`src/rtl/serial_pattern_detector.sv`:
```
// serial_pattern_detector: flags each occurrence of an N-bit PATTERN on a strobed serial stream
module serial_pattern_detector #(
  parameter int N = 3,
  parameter logic [N-1:0] PATTERN = 3'b110,
  parameter bit OVERLAP = 1'b1,
  parameter int COUNT_W = 8
) (
  input  logic clk,
  input  logic rst,
  input  logic clr,
  input  logic x_valid,
  input  logic x,
  output logic y,
  output logic primed,
  output logic [COUNT_W-1:0] match_count
);
  localparam int FW = $clog2(N + 1);
  localparam logic [FW-1:0] FILL_MAX = FW'(N);
  logic [N-1:0] hist, hist_n;
  logic [FW-1:0] fill, fill_n;
  logic match;
  always_comb begin
    hist_n = {hist[N-2:0], x};
    fill_n = (fill == FILL_MAX) ? fill : fill + 1'b1;
    match = x_valid && (fill_n == FILL_MAX) && (hist_n == PATTERN);
  end
  // Non-overlap mode empties the fill level so the next match needs N fresh bits
  always_ff @(posedge clk or posedge rst) begin
    if (rst) begin
      hist <= '0;
      fill <= '0;
      y <= 1'b0;
      match_count <= '0;
    end else if (clr) begin
      hist <= '0;
      fill <= '0;
      y <= 1'b0;
      match_count <= '0;
    end else begin
      y <= match;
      if (x_valid) begin
        hist <= hist_n;
        fill <= (match && !OVERLAP) ? '0 : fill_n;
        if (match && !(&match_count)) match_count <= match_count + 1'b1;
      end
    end
  end
  assign primed = (fill == FILL_MAX);
endmodule
```
`config.mk`:
```
export PLATFORM = sky130hd
export DESIGN_NAME = serial_pattern_detector
export DESIGN_NICKNAME = d
export VERILOG_FILES = /design/src/rtl/serial_pattern_detector.sv
export SDC_FILE = /design/constraint.sdc
export NUM_CORES = 1
export LEC_CHECK = 0
export BUFFER_PORTS_ARGS = -buffer_cell sky130_fd_sc_hd__buf_2
export CAP_MARGIN = 40
export CORE_MARGIN = 5
export CORE_UTILIZATION = 35
export DETAILED_ROUTE_END_ITERATION = 10
export PLACE_DENSITY_LB_ADDON = 0.08
export SLEW_MARGIN = 5
export SYNTH_ARGS = -nofsm -noshare
export SYNTH_HDL_FRONTEND = slang
export SYNTH_SLANG_ARGS = --single-unit
```
`constraint.sdc`:
```
create_clock -name clk -period 2 [get_ports clk]
set_input_delay 0.3 -clock clk [delete_from_list [all_inputs] [get_ports clk]]
set_output_delay 0.3 -clock clk [all_outputs]
set_load 0.1 [all_outputs]
```
==> impl_metrics.yaml <==
run_status:
  status: "finished, final reports clean"
run:
  max_cap_violations: 0
detailed_routing:
  routed_via_density: 5.04
  wl_per_cell_um: 12.0
  num_vias: 534
  drtPass1Iterations: 4
  drtIter0Drc: 16
  final_antenna_net_count: 0
  drc: 0
  wl_um: 1280
finish:
  fin_nets: 88
  area_growth_pct: 22.1
  final_common_cell: "buf_2"
  fillerInstances: 186
  final_cell_mix: "buf_2, a21oi_1, nor2_1, dfrtp_2"
  drive_gt1_share_pct: 37.0
  fin_area_um2: 801
  multi_input_area_um2: 322
  final_cells: 106
  diodes: 0
  regArea_um2: 340
setup_path:
  worstReg2RegStart: "match_count[0]$_DFFE_PP0P_"
  worstSetupPathType: "reg2reg"
  reg2reg_slack_ns: 0.08
  cp-startpoint: "match_count[0]$_DFFE_PP0P_"
  crit_fanout: 11
  worstRegToRegCells: 5
  reg2reg_to: "match_count[7]$_DFFE_PP0P_"
  endpoint: "match_count[7]$_DFFE_PP0P_"
  cp-end-kind: "register"
  arrival_ns: 2.12
  required_ns: 2.20
  crit_family: "simple AND/OR/NAND/NOR gates"
  crit_cells: 5
  cp_cell_sequence: "ha_4, and3_4, a211o_4, or4_1, a21oi_2"
  cpMaxStageDelayCell: "dfrtp_4"
  critPathLaunchType: "register"
  critPathBufInv: 0
  critPathMaxStageDelay_ns: 0.51
synthesis:
  ys_warn_count: 0
  synth_area_leaders: "dfrtp_1, a21oi_1, nor2_1"
  synth-xor-area-share_pct: 1.34
  yosys.area_share.simple_pct: 25.4
  synth_top_area_share_pct: 49.6
  synth-compound-area-share_pct: 13.5
  synth-seq-cells: 13
  synthAdderAreaFrac_pct: 1.91
  yosysTopAreaCell: "dfrtp_1"
  synth-seq-area-share_pct: 49.6
  syn_inst: 66
  syn_nets: 72
  synthesis.area_um2: 656
  synth_top_family_by_area: "simple AND/OR/NAND/NOR gates"
  syn_area_per_cell_um2: 9.93
  synthDistinctLibCells: 24
  muxShareOfSynthArea_pct: 3.05
sta:
  setup_violations: 0
  fin_crit_sh_pct: 96.1
  slew_headroom_pct: 66.5
  min_period_ns: 1.92
  rsz0062_at_grt: "no"
  hold_viol_final: 0
  finalWorstSetupSlack_ns: 0.0774
  maxSlewViolCount: 0
  tightest_slew_ns: 0.502
  clock_skew_ns: 0.00226
  fmax_mhz: 520
placed_design:
  placed_cell_area_um2: 762
  dp_hpwl_um: 917
  placed_cells: 102
  gp_congestion: 0.703
  io_buffers: 14
  dp_worst_setup_slack_ns: 0.0903
cts:
  cts_tree: "yes"
  cts_htree_levels: 1
  numClockSinks: 13
  clk_latency_ns: 0.27
  cts_root_buf: "clkbuf_4"
  clk_pin_slew_ns: 0.08
  post_cts_buffers: 0
  clk_path_buf_depth: 2
  cts_buffers: 3
floorplanning:
  coreArea_mm2: 0.00175
  die_h_um: 53.3
  initial_core_util_pct: 37.6
  rows: 15
  die_width_um: 53.3
  dieArea_mm2: 0.00284
  pin_count: 15
power:
  p_per_area_mw_per_mm2: 575
  switching_share_pct: 23.5
  peakVddDrop_mv: 0.315
  p_seq_share_pct: 59.2
  total_power_mw: 0.461
  combPwrFrac_pct: 6.3
  power_switching_mw: 0.108
  cell_internal_pwr_mw: 0.352
  power_leakage_nw: 0.331
  pwr-share-clk_pct: 34.6
grt:
  grt_usage_pct: 10.7
  grt_max_degree: 14
  antenna_found_initial: 0
  grt_pass1_vias: 509
  grt-ovfl-total: 0
  grt_pass1_wl_um: 2230
hold_path:
  min_path_type: "in2async"
Yosys cell counts:
| cell | number |
|---|---|
| a211o_1 | 1 |
| clkbuf_1 | 1 |
| a21oi_1 | 7 |
| a211oi_1 | 2 |
| and4_1 | 1 |
| mux2i_1 | 2 |
| and3_4 | 1 |
| nand2_1 | 5 |
| inv_1 | 3 |
| nor3_1 | 3 |
| buf_4 | 1 |
| xnor2_1 | 1 |
| ha_1 | 1 |
| or3_1 | 3 |
| o21ai_0 | 3 |
| o31ai_1 | 2 |
| buf_6 | 1 |
| nor2_1 | 6 |
| nand3_1 | 3 |
| or4_1 | 3 |
| and2_1 | 1 |
| nand4_1 | 1 |
| nand4_4 | 1 |
| dfrtp_1 | 13 |
sequential cells by signal, summed over array words and instances, names as in the netlist:
signal       flops
y                1
fill             2
match_count      8
hist             2
cell type report:
| cell class | instances | share of cell area [%] |
|---|---|---|
| flip-flops and latches | 13 | 42.5 |
| clock buffers | 4 | 3.28 |
| repair buffers | 14 | 8.75 |
| well taps | 25 | 3.91 |
| multi-input cells | 47 | 40.2 |
| inverters | 3 | 1.41 |
worst reg2reg max path, stage by stage, from the launching register on:
cell and delay [ns]:
dfrtp_4 0.51, ha_4 0.18, and3_4 0.17, a211o_4 0.37, or4_1 0.49, a21oi_2 0.14
layer usage:
| layer | share of wire (%) | vias to the layer above | track usage [%] |
|---|---|---|---|
| met3 | 5.2 | 2 | 2.82 |
| met2 | 44 | 10 | 16.1 |
| li1 | - | 271 | - |
| met5 | 0 | - | 0 |
| met4 | 0.94 | 0 | 3.83 |
| met1 | 50 | 251 | 14.5 |
cells by family (layout without fill, tap and decap cells):
| logic type | Yosys count | count (layout) |
|---|---|---|
| AND/OR/NAND/NOR | 28 | 28 |
| AO/OA/AOI/OAI | 15 | 15 |
| flip-flops | 13 | 13 |
| buffers and inverters | 6 | 21 |
| multiplexers | 2 | 2 |
| adder cells (fa/ha/maj) | 1 | 1 |
| XOR/XNOR | 1 | 1 |
stage by stage:
stage | util [%] | hold WS [ns] | setup TNS [ns]
after floorplan | - | 0.177 | -0.0413
after CTS | 45.2 | 0.0616 | 0
after global placement | 43.7 | 0.362 | 0
after detailed placement | 43.7 | 0.360 | 0
final | 45.9 | 0.0424 | 0
after global routing | 45.9 | 0.0934 | 0
power groups by stage:
| stage | logic, mW | registers, mW | clock network (mW) |
|---|---|---|---|
| 2_1_floorplan | 0.0214 | 0.277 | 0 |
| 3_3_place_gp | 0.0298 | 0.278 | 0 |
| 3_5_place_dp | 0.0295 | 0.278 | 0 |
| 4_1_cts | 0.0295 | 0.273 | 0.167 |
| 5_1_grt | 0.0338 | 0.273 | 0.176 |
| 6_report | 0.0289 | 0.272 | 0.159 |
worst min-delay path by stage:
stage,startpoint,to,cells past startpoint
2_1_floorplan,rst,fill[0]$_DFFE_PP0P_,1
3_3_place_gp,rst,hist[1]$_DFFE_PP0P_,2
3_5_place_dp,rst,hist[1]$_DFFE_PP0P_,2
4_1_cts,rst,match_count[1]$_DFFE_PP0P_,2
5_1_grt,rst,match_count[0]$_DFFE_PP0P_,2
6_report,rst,match_count[1]$_DFFE_PP0P_,2
repair_timing:
action / CTS / global route
endpoints found under the setup margin: 0 / 2
gates resized for setup: 0 / 3
hold buffers: 0 / 0
No activity file was read; power rests on OpenSTA's default activity.
